===== src/rtl/pfixed_to_pfloat.sv =====
// Signed fixed-point (P / 2^FRAC) to IEEE-754 single-precision converter.
// Iterative normaliser: one left shift per clock, truncating mantissa, Begin/ACK handshake.
module pfixed_to_pfloat #(
  parameter int unsigned W    = 32,
  parameter int unsigned FRAC = 16
) (
  input  logic         CLK,
  input  logic         RST_FF,
  input  logic         RST_FSM_FF,
  input  logic         Begin_FSM_FF,
  input  logic [W-1:0] P,
  output logic         ACK_FF,
  output logic [31:0]  RESULT
);

  localparam int unsigned KW      = $clog2(W);
  localparam int          ExpBias = 127 + int'(W) - 1 - int'(FRAC);

  typedef enum logic [2:0] {StIdle, StAbs, StNorm, StPack, StDone} state_e;

  state_e          state_q, state_d;
  logic [W-1:0]    op_q, op_d;
  logic            sgn_q, sgn_d;
  logic [W-1:0]    mag_q, mag_d;
  logic [KW-1:0]   k_q, k_d;
  logic [31:0]     result_q, result_d;
  logic [7:0]      exp_w;

  // Exponent arithmetic is modulo 256; legal parameters keep it within 1..254.
  assign exp_w = 8'(ExpBias) - 8'(k_q);

  always_comb begin
    state_d  = state_q;
    op_d     = op_q;
    sgn_d    = sgn_q;
    mag_d    = mag_q;
    k_d      = k_q;
    result_d = result_q;
    if (RST_FSM_FF) begin
      state_d = StIdle;
    end else begin
      unique case (state_q)
        StIdle: begin
          if (Begin_FSM_FF) begin
            op_d    = P;
            state_d = StAbs;
          end
        end
        StAbs: begin
          sgn_d   = op_q[W-1];
          // W-bit wrap makes the most negative value map to 2^(W-1).
          mag_d   = op_q[W-1] ? (~op_q + W'(1)) : op_q;
          k_d     = '0;
          state_d = (op_q == '0) ? StPack : StNorm;
        end
        StNorm: begin
          if (mag_q[W-1]) begin
            state_d = StPack;
          end else begin
            mag_d = mag_q << 1;
            k_d   = k_q + KW'(1);
          end
        end
        StPack: begin
          if (mag_q == '0) begin
            result_d = 32'h0000_0000;
          end else begin
            result_d = {sgn_q, exp_w, mag_q[W-2:W-24]};
          end
          state_d = StDone;
        end
        StDone: begin
          state_d = StDone;
        end
        default: state_d = StIdle;
      endcase
    end
  end

  always_ff @(posedge CLK or posedge RST_FF) begin
    if (RST_FF) begin
      state_q  <= StIdle;
      op_q     <= '0;
      sgn_q    <= 1'b0;
      mag_q    <= '0;
      k_q      <= '0;
      result_q <= 32'h0;
    end else begin
      state_q  <= state_d;
      op_q     <= op_d;
      sgn_q    <= sgn_d;
      mag_q    <= mag_d;
      k_q      <= k_d;
      result_q <= result_d;
    end
  end

  assign ACK_FF = (state_q == StDone);
  assign RESULT = result_q;

endmodule

===== config.mk =====
export PLATFORM = sky130hd
export DESIGN_NAME = pfixed_to_pfloat
export DESIGN_NICKNAME = d
export VERILOG_FILES = /design/src/rtl/pfixed_to_pfloat.sv
export SDC_FILE = /design/constraint.sdc
export NUM_CORES = 1
export LEC_CHECK = 0
export ABC_CLOCK_PERIOD_IN_PS = 5800
export BUFFER_PORTS_ARGS = -buffer_cell sky130_fd_sc_hd__buf_2
export CORE_UTILIZATION = 42
export DETAILED_ROUTE_END_ITERATION = 8
export GPL_ROUTABILITY_DRIVEN = 0
export HOLD_SLACK_MARGIN = 0.05
export SLEW_MARGIN = 20
export SYNTH_ARGS = -nofsm -noshare
export SYNTH_HDL_FRONTEND = slang
export SYNTH_SLANG_ARGS = --single-unit

===== constraint.sdc =====
create_clock -name CLK -period 5.8 [get_ports CLK]
set_input_delay 1.16 -clock CLK [delete_from_list [all_inputs] [get_ports CLK]]
set_output_delay 1.16 -clock CLK [all_outputs]
set_load 0.1 [all_outputs]

Word-level counts from Yosys, hierarchy flattened
Cells that the tools add are included.
{"block": "totals", "ff_bits": 105, "in_bits": 36, "output_inout_bits": 33, "elab_cells": 41}
{"block": "classes", "addsub": 3, "n_eq_ne": 7, "muxes": 11, "bitwise": 2, "n_reduce_logical": 11}
{"operator": "2-to-1 mux 32 bit", "n": 3}
{"operator": "logical NOT 32 bit", "n": 2}
{"operator": "case mux 32 bit (2 select lines)", "n": 1}
{"operator": "adder 32 x 1 -> 32 bit (second input constant)", "n": 1}
{"operator": "inverter 32 bit", "n": 1}
{"operator": "case mux 3 bit (4 select lines)", "n": 1}
{"operator": "case mux 5 bit (2 select lines)", "n": 1}
{"operator": "2-to-1 mux 3 bit", "n": 3}
{"operator": "AND reduction 2 bit", "n": 4}
{"operator": "subtractor 8 x 5 -> 8 bit (first input constant)", "n": 1}
{"operator": "== test 3 x 2 -> 1 bit (second input constant)", "n": 2}
{"operator": "inequality test 3 bit (second input constant)", "n": 2}
{"operator": "AND reduction 3 bit", "n": 2}
{"operator": "adder 5 x 1 -> 5 bit (second input constant)", "n": 1}
{"operator": "2-to-1 mux 5 bit", "n": 1}
{"operator": "== test 3 x 1 -> 1 bit (second input constant)", "n": 1}
{"operator": "== test 3 bit (second input constant)", "n": 1}
{"operator": "logical NOT 3 bit", "n": 1}
{"operator": "inequality test 2 bit (second input constant)", "n": 1}
{"operator": "nonzero test 2 bit", "n": 1}
{"operator": "OR reduction 2 bit", "n": 1}
{"operator": "2-to-1 mux 1 bit", "n": 1}
{"operator": "inverter 1 bit", "n": 1}

Longest topological paths before layout
{"block": "logic_depth", "depth_word": 4, "mapped_depth": 8, "depth_no_buf": 7}

Worst setup path after synthesis
OpenSTA, ideal clock, no wires.
{"block": "synth_path", "path_kind": "register to output", "start": "register state_q[0]", "end": "output port ACK_FF", "arrival_ns": 2.815, "t_required_ns": 4.640, "path_slack_ns": 1.825, "path_stages_with_launch": 3, "n_path_buf": 1, "path_cell_list": "dfrtp_1 > clkbuf_1 > nor3b_1"}
{"block": "synth_between", "elab_chain_cells": 1}
{"element": "start: declaration", "line_no": "21", "text": "state_e state_q, state_d;"}
{"element": "start signal: assignment", "line_no": "82", "text": "state_q <= StIdle;"}
{"element": "start signal: assignment", "line_no": "89", "text": "state_q <= state_d;"}
{"element": "== test 3 bit", "line_no": "98", "text": "assign ACK_FF = (state_q == StDone);"}
{"element": "end: declaration", "line_no": "12", "text": "output logic ACK_FF,"}
No other way between the ends.

Worst setup path after layout
Ends and elaborated chain as after synthesis.

==> results.txt <==
Final setup viols - 0
Startpoint types - register
Hold slack - 0.4758 ns
Core area - 0.01201 mm2
Fillers - 1144
DR vias/cell - 5.636
Post-route cell area - 0.005919 mm2
Worst VDD drop - 0.2535 mV
Synth top area share - 0.5074
Most area-consuming cells after synthesis - dfrtp_1 51%, mux2_2 12%, o21ai_0 3.9%
Post-cts sizing count - 0
Post-route setup TNS - 0 ns
Area delta synth->final - 14.30%
Worst rel slew slack - 0.3747
Number of global-route vias before repair - 3738
Status - finished, final reports clean
Mapped Nets - 529
Clk sink count - 105
R2R cell count - 7
Iteration-0 DRC Markers - 247
Area leader, netlist - dfrtp_1
Placed cells - 682
Yosys cell types - 48
Worst Path Required - 4.64 ns
Area occupied by multi-input gates - 0.002411 mm2
# diodes - 0
Least-Margin Pin Slew - 0.9380 ns
DP HPWL - 8301 um
Total gr overflow - 0
Fmax - 0.3643 GHz
Worst setup EP type - primary output
Port bufs - 68
Root Driver - clkbuf_16
Met2 WL - 5241 um
Final nets - 584
Flops & latches, synth - 105
DRT met1 WL - 5893 um
Post-CTS setup buffers - 0
Avg Cell Area, Syn - 10.55 um2
Drt wl/cell - 16.89 um
Via count - 3934
Initial antenna violation count - 0
Synth top cells by count - 105 x dfrtp_1, 56 x mux2_2, 40 x nand2_1, 40 x o21ai_0, 32 x a21oi_1
Final hold vios - 0
Critical R2R Launch - op_q[1]
Async set or reset register ratio after synthesis - 1.000
Post-layout util - 0.4928
Final Slew Violations - 0
Leakage - 0.002700 uW
Worst hold stages - 2
TritonCTS Buffers - 9
CTS Buffer Depth - 2
R2R Path End - mag_q[28]
Fin cells - 698
Global-route wire length before repair - 19610 um
I/O pin cnt - 69
CP Data Arrival Time - 1.59 ns
Post-DP Area - 0.005618 mm2
Max Cap Violations - 0
Die Ht - 113.0 um
Ys flop type - dfrtp_1
Pin count of the biggest net entering global routing - 64
Die area - 0.01278 mm2
Wirelength, routed - 11790 um
Synth warnings - 0
Minimum clock period - 2.745 ns
Hold Buf Count CTS - 0
Mapped cell area - 0.005179 mm2
Flop2flop setup slack - 3.26 ns
Worst Path Max Fanout - 9
H-tree Lvls - 3
RSZ-0062 raised after global routing - no
Clock-pin slew on the worst setup and hold paths - 0.07 ns
Initial Util - 0.4311
Post-DRT Antenna Nets - 0
PwrDens - 551.7 mW/mm2
Seq. cell area - 0.002628 mm2
CTS tree - done
Residual DRC - 0
Die X - 113.0 um
GRT Overall Usage - 0.1940
CP Class - register to primary output
CP endpoint - ACK_FF
Post-synthesis sequential area ratio - 0.5074
Final worst path period share - 0.4733
Met3 wire length - 586 um
Clk_lat worst skew - 0.35 ns
DRT Pass-1 Iters - 5
Post-Synthesis Cells - 491
Share of cells above drive strength 1 - 0.2777
Top-count cell post-synth - dfrtp_1
Hold Crit Class - register to register
Row Count - 40
Crit path from - state_q[0]
Top sig layer - met4
Post-synth EDFFs - 0
Setup Skew - 0.004733 ns
cells by family after synthesis:
group	Yosys count	synth area share
AO/OA/AOI/OAI	113	0.1307
XOR/XNOR	27	0.04566
adder cells (fa/ha/maj)	2	0.004831
buffers and inverters	34	0.02706
flip-flops	105	0.5074
multiplexers	59	0.1276
AND/OR/NAND/NOR	151	0.1568
critical path, cell delays in order, from the launching register on:
cell and delay, ns:
dfrtp_1 0.47, nor3b_1 0.29, buf_2 0.48
sequential cells by signal, indices dropped and copies added, names as in the netlist:
| signal | cells |
|---|---|
| sgn_q | 1 |
| state_q | 3 |
| RESULT | 32 |
| k_q | 5 |
| mag_q | 32 |
| op_q | 32 |
where the power goes:
part           switching (uW)  internal, uW
Combinational             988           381
Clock                     293           314
Sequential                295           995
Total                    1580          1690
metrics by stage:
step	setup slack, ns	power (uW)
3_5_place_dp	3.066	2672
5_1_grt	2.981	3445
4_1_cts	3.028	3285
3_3_place_gp	3.124	2639
6_report	3.055	3266
2_1_floorplan	1.825	2355
layout by cell type (no fill, tap or decap), drive strengths merged, types with 13 or more instances in the layout:
cell type / synthesis / layout
mux2: 56 / 56
xor2: 22 / 22
dfrtp: 105 / 105
o31ai: 13 / 13
buf: 6 / 72
nand2: 40 / 40
and3: 18 / 18
nor2: 26 / 26
nor4: 16 / 16
a21oi: 32 / 32
o21ai: 41 / 41
how the worst min path moves through the flow:
| stage | end | slack, ns | from |
|---|---|---|---|
| after global routing | RESULT[31] | 0.51 | RESULT[31] |
| after CTS | RESULT[29] | 0.48 | RESULT[29] |
| after floorplan | sgn_q | 0.44 | sgn_q |
| final | RESULT[23] | 0.48 | RESULT[23] |
| after global placement | RESULT[29] | 0.46 | RESULT[29] |
| after detailed placement | RESULT[29] | 0.47 | RESULT[29] |
metal layers:
metal	up-vias	GRT usage
met4	0	0.04123
met1	1904	0.2867
met5	-	0
met3	7	0.03964
met2	111	0.2945
li1	1912	-
area by class of cell:
class / instances / share of cell area
clock buffers: 10 / 0.04037
clock inverters: 6 / 0.01057
inverters: 6 / 0.004227
multi-input cells: 352 / 0.4073
flip-flops and latches: 105 / 0.4439
well taps: 147 / 0.03107
repair buffers: 72 / 0.06257
Note: power is estimated with default switching activity, not from simulation.
